$ cat src/rtl/pll_reset_seq.sv
// Reset sequencer between the PLL and the SoC: qualifies a synchronized PLL lock,
// stretches reset for a hold window, and re-enters reset on lock loss or soft request.
module pll_reset_seq #(
  parameter int SYNC_STAGES = 2,
  parameter int LOCK_CYCLES = 1024,
  parameter int HOLD_CYCLES = 128,
  parameter int LOSS_W      = 8
) (
  input  logic              clock,
  input  logic              reset,
  input  logic              locked,
  input  logic              soft_req,
  output logic              soc_reset,
  output logic              ready,
  output logic [1:0]        state,
  output logic [LOSS_W-1:0] loss_count
);

  localparam int MAX_CYCLES = (LOCK_CYCLES > HOLD_CYCLES) ? LOCK_CYCLES : HOLD_CYCLES;
  localparam int CNT_W      = (MAX_CYCLES > 1) ? $clog2(MAX_CYCLES) : 1;

  localparam logic [CNT_W-1:0] LOCK_LAST = CNT_W'(LOCK_CYCLES - 1);
  localparam logic [CNT_W-1:0] HOLD_LAST = CNT_W'(HOLD_CYCLES - 1);

  typedef enum logic [1:0] {
    WAIT_LOCK = 2'd0,
    STABLE    = 2'd1,
    HOLD      = 2'd2,
    RUN       = 2'd3
  } state_t;

  logic [SYNC_STAGES-1:0] sync_q;
  logic                   locked_s;
  state_t                 state_q, state_d;
  logic [CNT_W-1:0]       cnt_q, cnt_d;
  logic [LOSS_W-1:0]      loss_d;
  logic                   soc_reset_d, ready_d;

  // Raw lock is asynchronous; only the last synchronizer stage feeds the FSM.
  always_ff @(posedge clock or posedge reset) begin
    if (reset) begin
      sync_q <= '0;
    end else begin
      sync_q <= {sync_q[SYNC_STAGES-2:0], locked};
    end
  end

  assign locked_s = sync_q[SYNC_STAGES-1];

  // State register, shared counter, loss counter and registered outputs.
  always_ff @(posedge clock or posedge reset) begin
    if (reset) begin
      state_q    <= WAIT_LOCK;
      cnt_q      <= '0;
      loss_count <= '0;
      soc_reset  <= 1'b1;
      ready      <= 1'b0;
    end else begin
      state_q    <= state_d;
      cnt_q      <= cnt_d;
      loss_count <= loss_d;
      soc_reset  <= soc_reset_d;
      ready      <= ready_d;
    end
  end

  // Next state: lock loss always wins over soft_req; cnt clears on every transition.
  always_comb begin
    state_d = state_q;
    cnt_d   = cnt_q;
    loss_d  = loss_count;
    case (state_q)
      WAIT_LOCK: begin
        cnt_d = '0;
        if (locked_s) state_d = STABLE;
      end
      STABLE: begin
        if (!locked_s) begin
          state_d = WAIT_LOCK;
          cnt_d   = '0;
        end else if (cnt_q == LOCK_LAST) begin
          state_d = HOLD;
          cnt_d   = '0;
        end else begin
          cnt_d = cnt_q + CNT_W'(1);
        end
      end
      HOLD: begin
        if (!locked_s) begin
          state_d = WAIT_LOCK;
          cnt_d   = '0;
        end else if (cnt_q == HOLD_LAST) begin
          state_d = RUN;
          cnt_d   = '0;
        end else begin
          cnt_d = cnt_q + CNT_W'(1);
        end
      end
      RUN: begin
        cnt_d = '0;
        if (!locked_s) begin
          state_d = WAIT_LOCK;
          if (loss_count != {LOSS_W{1'b1}}) loss_d = loss_count + LOSS_W'(1);
        end else if (soft_req) begin
          state_d = HOLD;
        end
      end
      default: begin
        state_d = WAIT_LOCK;
        cnt_d   = '0;
      end
    endcase
  end

  // Outputs follow the next state so they switch on the same edge as RUN entry/exit.
  always_comb begin
    soc_reset_d = (state_d != RUN);
    ready_d     = (state_d == RUN);
  end

  assign state = state_q;

endmodule

$ cat config.mk
export PLATFORM = sky130hd
export DESIGN_NAME = pll_reset_seq
export DESIGN_NICKNAME = d
export VERILOG_FILES = /design/src/rtl/pll_reset_seq.sv
export SDC_FILE = /design/constraint.sdc
export NUM_CORES = 1
export LEC_CHECK = 0
export CAP_MARGIN = 20
export CORE_MARGIN = 3
export CORE_UTILIZATION = 31
export CTS_BUF_LIST = sky130_fd_sc_hd__clkbuf_16
export CTS_CLUSTER_SIZE = 30
export DETAILED_ROUTE_END_ITERATION = 8
export HOLD_SLACK_MARGIN = 0.06
export PLACE_DENSITY = 0.52
export SETUP_SLACK_MARGIN = 0.1
export SLEW_MARGIN = 20
export SYNTH_ARGS = -nofsm -noshare
export SYNTH_HDL_FRONTEND = slang
export SYNTH_SLANG_ARGS = --single-unit
$ cat constraint.sdc
create_clock -name clock -period 2.1 [get_ports clock]
set_clock_uncertainty 0.15 [all_clocks]
set_input_delay 0.42 -clock clock [delete_from_list [all_inputs] [get_ports clock]]
set_output_delay 0.42 -clock clock [all_outputs]
set_load 0.005 [all_outputs]
[Yosys cells after proc, flatten, opt, wreduce, memory -nomap -nowiden]
Index checks and enable logic that the tools add are counted.
Cells by class
  $add $sub $neg: 2
  shift-type cells: 0
  multiply operators: 0
  divide/modulo/power cells: 0
  eq/ne operators: 8
  bitwise gates (word level): 1
  reduce and logical (&&, ||, !) cells: 3
  magnitude comparators: 0
  multiplexer cells: 13
Operator list (number)
  2-to-1 mux 10 bit: 4
  case mux 10 bit (3 select lines): 1
  2-to-1 mux 2 bit: 7
  adder 10 x 1 -> 10 bit (second input constant): 1
  == test 10 bit (second input constant): 1
  == test 10 x 7 -> 1 bit (second input constant): 1
  adder 8 x 1 -> 8 bit (second input constant): 1
  != test 8 bit (second input constant): 1
  case mux 2 bit (4 select lines): 1
  == test 2 bit (second input constant): 3
  AND reduction 3 bit: 1
  == test 2 x 1 -> 1 bit (second input constant): 1
  logical NOT 2 bit: 1
  != test 2 bit (second input constant): 1
  OR reduction 2 bit: 1
  NOT 1 bit: 1
Storage, ports and cells
  memory bits (writable): 0
  bits in latches: 0
  register bits after elaboration: 24
  input bits: 4
  ROM bits: 0
  memories: 0
  word-level logic and storage cells: 33

[Longest topological paths before layout]
Gate-level depths: netlist of the first run.
  depth in word-level cells: 5
  mapped depth: 6

[Least setup slack after synthesis of the first run]
OpenSTA, ideal clock, no wires.
  path kind: register -> register
  start point: register cnt_q[0]
  end point: register ready
  stages on the path, launching flop included: 7
  slack: 530 ps
  clock period less this slack: 1570 ps
  data arrival time: 1300 ps
  buffers on the path: 1
  setup time: 120 ps
  cell sequence: dfrtp_1 ha_1 and3_1 buf_2 nand2_1 o22ai_1 and3_1
Between the ends
  longest elaborated chain between the ends: 5
  elaborated cells on any way between the ends: 8
  classes of those cells: eq/ne (3); mux (5)
RTL lines
  start, declared: line 35  | logic [CNT_W-1:0] cnt_q, cnt_d;
  start signal, assigned: line 60  | cnt_q <= cnt_d;
  == test 10 x 7 -> 1 bit or == test 10 bit (tied branches): line 92, 81
  2-to-1 mux 2 bit (on tied branches): line 92, 81
  2-to-1 mux 2 bit (on tied branches): line 89, 78
  case mux 2 bit (4 select lines) *: line 72  | case (state_q)
  == test 2 bit *: line 118  | ready_d = (state_d == RUN);
  named net ready_d: line 37  | logic soc_reset_d, ready_d;
  end signal, assigned: line 63  | ready <= ready_d;
  end, declared: line 14  | output logic ready,
The timed path passes the listed nets; every way through them passes the cells marked *.
A chain may end at the register's enable or synchronous reset.

[Final worst setup path of the first run]
  start point: register state_q[1] (netlist: state[1])
  end point: output state[1]
RTL lines
  start, declared: line 34  | state_t state_q, state_d;
  start signal, assigned: line 59  | state_q <= state_d;
  end, declared: line 15  | output logic [1:0] state,
No word-level cell between the ends.

==> impl_metrics.csv, run 1 <==
group,metric,value,unit
run_status,outcome,"finished, final reports clean",
global_route,grt_pass1_vias,771,
global_route,remaining_overflow_grt,0,
finish,fin_nets,124,
routing,remaining_drc_errors,0,
routing,iteration_count_of_the_initial_detailed_routing_pass,4,
clock_tree,cts.path.max_buffers,2,
clock_tree,cts.sink_count,24,
routing,num_vias,760,
clock_tree,clkLatencyLatePin,0.26,ns
synthesis,post_synth_mux_area_share,1.05,%
place,gp_congestion,0.746,
place,dpl_cell_area,1280,um^2
routing,routedWlPerCell,12.0,um
power,vdd_drop_max,0.000382,V
synthesis,largest_family_of_logic_cells_by_synthesized_area,"simple AND/OR/NAND/NOR gates",
sta,period_minus_slack,1.87,ns
global_route,initial_antenna_violation_count,0,
die,die_height,64.9,um
power,p_int,0.000860,W
synthesis,synth_seq_cells,24,
clock_tree,cts_made_buffers,3,
power,switching_power,0.000183,W
power,power_per_cell_area,752,nW/um^2
place,port_buffers,15,
die,rows,20,
critical_path,required,1.53,ns
finish,share_of_post_route_cells_with_drive_strength_above_1,9.40,%
routing,wl,1.93,mm
critical_path,crit_slowest_cell,"sky130_fd_sc_hd__clkdlybuf4s50_1",
sta,fmax,536,MHz
sta,hold_viol,0,
place,hpwlAfterDp,1.31,mm
clock_tree,cts-htree-levels,1,
clock_tree,post_cts_hold_buffer_count,0,
clock_tree,post-cts-setup-buffer-count,0,
sta,remaining_max_slew_budget_at_the_tightest_pin,77.7,%
global_route,grt_first_pass_wirelength,3.42,mm
sta,setup_viol_count_final,0,
routing,initialDrtViolationCount,53,
critical_path,critPathMaxFanout,8,
clock_tree,clk_root_buffer_cell,"sky130_fd_sc_hd__clkbuf_16",
critical_path,critPathArrivalTime,1.30,ns
global_route,gr-usage-all-layers,10.7,%
synthesis,synth_xor_area_share,13.0,%
critical_path,worst_setup_path_start_kind,"flop",
clock_tree,cts_tree,"built",
synthesis,synth_area,1070,um^2
power,share_clk_of_total_power,51.6,%
clock_tree,cts_resized,0,
synthesis,net_count_after_synthesis,104,
clock_tree,clkTransAtPathRegs,0.06,ns
sta,unrepaired_setup_endpoints_after_global_routing,"no",
global_route,grt_start_max_net_pins,25,
routing,vias_per_std_cell,4.72,
sta,finalCritPeriodShare,88.8,%
critical_path,kind_of_cell_with_the_highest_combined_delay_on_the_critical_path,"buffers and inverters",
critical_path,timing.setup.critical_path_class,"flop to output port",
synthesis,synth_simple_gate_area_share,19.0,%
sta,worst_pin_slew,0.333,ns
synthesis,synth_adder_area_share,2.33,%
synthesis,synthCells,98,
worst_hold_path,timing.hold.worst.class,"flop to flop",
die,core_area,3180,um^2
power,seqPwrFrac,45.3,%
routing,postRouteAntennaNets,0,
power,finalPower,0.00104,W
finish,final_cell_area,1390,um^2
critical_path,cp.buffers_inverters,1,
critical_path,cp_capture_type,"output port",
job,cap_viol_max_count,0,
power,pwr-share-comb,3.1,%
die,dieArea,4210,um^2
finish,antenna-diode-count,0,
die,ioPinCount,16,
synthesis,seq_area_frac_synth,56.0,%
synthesis,synth_cell_types,23,
critical_path,critical_path.max_stage_delay,0.56,ns
die,die_width,64.9,um
sta,drv_slew,0,
finish,layout-area-overhead-vs-synth,29.1,%
sta,setup_tns,0,ns
die,initial_core_util,33.8,%
synthesis,synth-compound-area-share,6.75,%
synthesis,synthesis.area_per_instance,11.0,um^2
power,p_sw_share,17.5,%
power,leakage,0.614,nW
critical_path,crit_path_cell_trace,"clkdlybuf4s50_1",
synthesis,yosys_warnings,0,
-- power by group through the flow --
stage | registers [W] | clock network [W] | logic (W)
CTS | 0.000472 | 0.000558 | 0.0000337
detailed placement | 0.000481 | 0 | 0.0000336
floorplan | 0.000480 | 0 | 0.0000189
global route | 0.000473 | 0.000587 | 0.0000373
global placement | 0.000480 | 0 | 0.0000333
finish | 0.000472 | 0.000538 | 0.0000323
-- worst paths after layout --
kind,start,end,slack (ns),depth (start not counted)
worst max-delay path,state[1]$_DFF_PP0_,state[1],0.23,1
worst min-delay path,sync_q[0]$_DFF_PP0_,sync_q[1]$_DFF_PP0_,0.20,0
worst max register to register,cnt_q[7]$_DFF_PP0_,cnt_q[2]$_DFF_PP0_,0.47,4
worst min register to register,sync_q[0]$_DFF_PP0_,sync_q[1]$_DFF_PP0_,0.20,0
max in group asynchronous,reset,soc_reset$_DFF_PP1_,1.15,3
min in group asynchronous,reset,loss_count[5]$_DFFE_PP0P_,0.36,3
-- metrics by stage --
stage,setup slack [ns],util [%],cells,hold slack (ns)
floorplan,0.530,-,98,0.181
global placement,0.493,40.4,157,0.183
detailed placement,0.458,40.4,157,0.193
CTS,0.221,43.7,161,0.208
global route,0.158,43.7,161,0.234
finish,0.235,43.7,161,0.201
-- per-layer routing --
metal	wire, um	vias up	GRT usage [%]
met4	14	0	3.17
met1	923	369	12.6
met2	880	19	17.1
met5	0	-	0
met3	108	2	5.20
li1	-	370	-
-- cell usage in the layout (no fill, tap or decap), drive strengths merged --
cell type and instances:
dfrtp 23, nor2 16, clkdlybuf4s50 15, xor2 9, nand3 9, nand2 7
xnor2 7, inv 4, and3 3, nand4 3, nor3 3, clkbuf 3
ha 2, or4 1, a31o 1, o21a 1, o22ai 1, o221ai 1
o311a 1, and3b 1, o21ai 1, mux2 1, o211ai 1, bufinv 1
buf 1, dfstp 1
-- synthesized netlist by cell type --
| master | number | area (um^2) |
|---|---|---|
| sky130_fd_sc_hd__a31o_4 | 1 | 17.5 |
| sky130_fd_sc_hd__and3_1 | 3 | 18.8 |
| sky130_fd_sc_hd__and3b_1 | 1 | 8.76 |
| sky130_fd_sc_hd__buf_2 | 1 | 5.00 |
| sky130_fd_sc_hd__dfrtp_1 | 23 | 576 |
| sky130_fd_sc_hd__dfstp_2 | 1 | 26.3 |
| sky130_fd_sc_hd__ha_1 | 2 | 25.0 |
| sky130_fd_sc_hd__inv_1 | 4 | 15.0 |
| sky130_fd_sc_hd__mux2_2 | 1 | 11.3 |
| sky130_fd_sc_hd__nand2_1 | 7 | 26.3 |
| sky130_fd_sc_hd__nand3_1 | 9 | 45.0 |
| sky130_fd_sc_hd__nand4_1 | 3 | 18.8 |
| sky130_fd_sc_hd__nor2_1 | 16 | 60.1 |
| sky130_fd_sc_hd__nor3_1 | 3 | 15.0 |
| sky130_fd_sc_hd__o211ai_1 | 1 | 7.51 |
| sky130_fd_sc_hd__o21a_1 | 1 | 7.51 |
| sky130_fd_sc_hd__o21ai_2 | 1 | 8.76 |
| sky130_fd_sc_hd__o221ai_2 | 1 | 15.0 |
| sky130_fd_sc_hd__o22ai_1 | 1 | 6.26 |
| sky130_fd_sc_hd__o311a_1 | 1 | 10.0 |
| sky130_fd_sc_hd__or4_4 | 1 | 11.3 |
| sky130_fd_sc_hd__xnor2_1 | 7 | 61.3 |
| sky130_fd_sc_hd__xor2_1 | 9 | 78.8 |
-- state kept, by name (all words and copies together), names as in the netlist --
signal / flops
cnt_q: 10
loss_count: 8
state: 2
sync_q: 2
ready: 1
soc_reset: 1
-- cell families (layout without fill, tap and decap cells) --
| group | count (synthesis) | after routing |
|---|---|---|
| DFF | 24 | 24 |
| and+or+nand+nor | 43 | 43 |
| xor gates and xnor gates | 16 | 16 |
| buffers and inverters | 5 | 24 |
| AOI/OAI and AO/OA | 7 | 7 |
| muxes | 1 | 1 |
| adders and majority gates | 2 | 2 |
-- cell type report --
class                      instances  area (um^2)
clock inverter                     1         30.0
tap                               44         55.1
sequential                        24          602
timing repair buffer              16          158
inverter                           4         15.0
multi-input combinational         69          453
clock buffer                       3         75.1
fill                             312         1790
No activity file was read; power rests on OpenSTA's default activity.
==> run 2, diff against run 1 <==
- ABC_AREA: not set -> 1
- PLACE_DENSITY: 0.52 -> not set
- PLACE_DENSITY_LB_ADDON: not set -> 0.3
==> impl_metrics.csv, run 2 <==
group,metric,value,unit
synthesis,synthesis.area_per_instance,8.06,um^2
run_status,outcome,"finished, final reports clean",
critical_path,crit_path_cell_trace,"clkdlybuf4s50_1",
finish,share_of_post_route_cells_with_drive_strength_above_1,15.0,%
die,rows,22,
die,die_height,70.5,um
finish,layout-area-overhead-vs-synth,25.0,%
die,dieArea,4970,um^2
power,power_per_cell_area,666,nW/um^2
critical_path,critPathArrivalTime,1.27,ns
critical_path,cp.buffers_inverters,1,
critical_path,startpoint,"state[1]$_DFF_PP0_",
critical_path,crit_slowest_cell,"sky130_fd_sc_hd__clkdlybuf4s50_1",
finish,antenna-diode-count,0,
synthesis,postSynth.topFlopCell,"sky130_fd_sc_hd__dfrtp_1",
routing,wl,2.41,mm
finish,final_cell_area,1610,um^2
clock_tree,cts-htree-levels,1,
synthesis,synthCells,160,
global_route,grt_start_max_net_pins,25,
sta,finalCritPeriodShare,87.5,%
critical_path,required,1.53,ns
global_route,remaining_overflow_grt,0,
critical_path,critical_path.max_stage_delay,0.55,ns
place,dpl_cell_area,1510,um^2
critical_path,critPathMaxFanout,5,
synthesis,synth.top_cell.area_share,44.6,%
synthesis,synth_area_leader_cell,"sky130_fd_sc_hd__dfrtp_1",
worst_hold_path,min-delay-start,"sync_q[0]$_DFF_PP0_",
finish,layout.cells.most_common_list,"sky130_fd_sc_hd__nand2_1, sky130_fd_sc_hd__inv_1, sky130_fd_sc_hd__dfrtp_1",
sta,fmax,544,MHz
die,initial_core_util,33.7,%
clock_tree,clkTransAtPathRegs,0.06,ns
routing,iteration_count_of_the_initial_detailed_routing_pass,4,
clock_tree,cts_resized,0,
sta,setup_viol_count_final,0,
place,gp_congestion,0.734,
critical_path,worst_setup_path_start_kind,"flop",
clock_tree,clkLatencyLatePin,0.26,ns
finish,layout.core_utilization,42.2,%
synthesis,synth_cell_types,21,
critical_path,cp_capture_type,"output port",
finish,final_common_cell,"sky130_fd_sc_hd__nand2_1",
finish,largest_register_ff_count,10,
routing,initialDrtViolationCount,72,
synthesis,synth_most_common_cell,"sky130_fd_sc_hd__nand2_1",
job,cap_viol_max_count,0,
critical_path,r2r-start,"loss_count[0]$_DFFE_PP0P_",
finish,largest_register,"cnt_q",
power,finalPower,0.00107,W
global_route,grt_first_pass_wirelength,4.38,mm
synthesis,ranking_of_synthesized_cells_by_area,"sky130_fd_sc_hd__dfrtp_1, sky130_fd_sc_hd__nand2_1, sky130_fd_sc_hd__inv_1, sky130_fd_sc_hd__nor2_2, sky130_fd_sc_hd__xor2_1",
sta,unrepaired_setup_endpoints_after_global_routing,"no",
sta,setup_tns,0,ns
sta,hold_ws,0.220,ns
clock_tree,post-cts-setup-buffer-count,0,
die,core_area,3830,um^2
routing,routedWlPerCell,10.6,um
critical_path,timing.setup.critical_path_class,"flop to output port",
synthesis,most_instantiated_cells_after_synthesis,"sky130_fd_sc_hd__nand2_1, sky130_fd_sc_hd__dfrtp_1, sky130_fd_sc_hd__inv_1, sky130_fd_sc_hd__nor2_1",
clock_tree,cts.path.max_buffers,2,
place,hpwlAfterDp,1.78,mm
synthesis,synth_edf_count,0,
routing,remaining_drc_errors,0,
routing,vias_per_std_cell,4.41,
die,die_width,70.5,um
clock_tree,post_cts_hold_buffer_count,0,
synthesis,yosys_warnings,0,
power,leakage,0.792,nW
clock_tree,clk_root_buffer_cell,"sky130_fd_sc_hd__clkbuf_16",
clock_tree,cts_made_buffers,3,
clock_tree,cts_tree,"built",
clock_tree,cts.sink_count,24,
sta,hold_viol,0,
finish,fin_nets,187,
sta,remaining_max_slew_budget_at_the_tightest_pin,79.5,%
power,vdd_drop_max,0.000403,V
global_route,initial_antenna_violation_count,0,
place,port_buffers,15,
routing,num_vias,1006,
die,ioPinCount,16,
synthesis,synth_area,1290,um^2
synthesis,synth_seq_cells,24,
worst_hold_path,timing.hold.worst.class,"flop to flop",
sta,worst_pin_slew,0.308,ns
synthesis,seq_area_frac_synth,46.7,%
synthesis,net_count_after_synthesis,166,
routing,postRouteAntennaNets,0,
sta,drv_slew,0,
finish,top_regs,"cnt_q x10, loss_count x8",
sta,period_minus_slack,1.84,ns
global_route,grt_pass1_vias,973,
synthesis,ys_async_sr_fraction,100,%
global_route,gr-usage-all-layers,11.0,%
critical_path,kind_of_cell_with_the_highest_combined_delay_on_the_critical_path,"buffers and inverters",
-- run 2: area by class of cell --
class	count	area, um^2
Timing Repair Buffer	16	158
Sequential cell	24	602
Fill cell	395	2210
Clock inverter	1	30.0
Multi-Input combinational cell	111	587
Inverter	25	101
Clock buffer	3	75.1
Tap cell	48	60.1
-- run 2: where the power goes --
part / switching [W] / internal [W]
Sequential: 0.00000868 / 0.000470
Combinational: 0.0000333 / 0.0000209
Clock: 0.000163 / 0.000379
-- run 2: metrics by stage --
step	setup WS [ns]	cells
detailed placement	0.525	224
global route	0.209	228
CTS	0.242	228
floorplan	0.649	160
finish	0.262	228
global placement	0.532	224
-- run 2: cell families after synthesis --
kind of cell / count (synthesis) / synth area share [%]
AO/OA/AOI/OAI: 6 / 2.33
adder cells (fa/ha/maj): 2 / 1.94
flip-flops: 24 / 46.7
buffers and inverters: 25 / 7.86
XOR/XNOR: 7 / 4.75
AND/OR/NAND/NOR: 96 / 36.5
-- run 2: per-layer routing --
metal	vias up	wire, um	global-route usage [%]
met3	5	123	3.45
met5	-	0	0
met2	19	1110	18.2
met4	0	22	2.55
li1	526	-	-
met1	456	1150	14.1
-- run 2: path summary, 6_finish.rpt --
path | to | slack, ns | depth (start not counted)
worst max-delay path | state[1] | 0.26 | 1
worst max register to register | loss_count[5]$_DFFE_PP0P_ | 0.52 | 8
worst min-delay path | sync_q[1]$_DFF_PP0_ | 0.22 | 0
min in group asynchronous | loss_count[2]$_DFFE_PP0P_ | 0.35 | 3
max in group asynchronous | soc_reset$_DFF_PP1_ | 1.16 | 3
worst min register to register | sync_q[1]$_DFF_PP0_ | 0.22 | 0
==> run 3, diff against run 2 <==
- SKIP_CTS_REPAIR_TIMING: not set -> 1
==> results of run 3 <==
The final DEF is identical to that of run 2; final timing and power are the same.
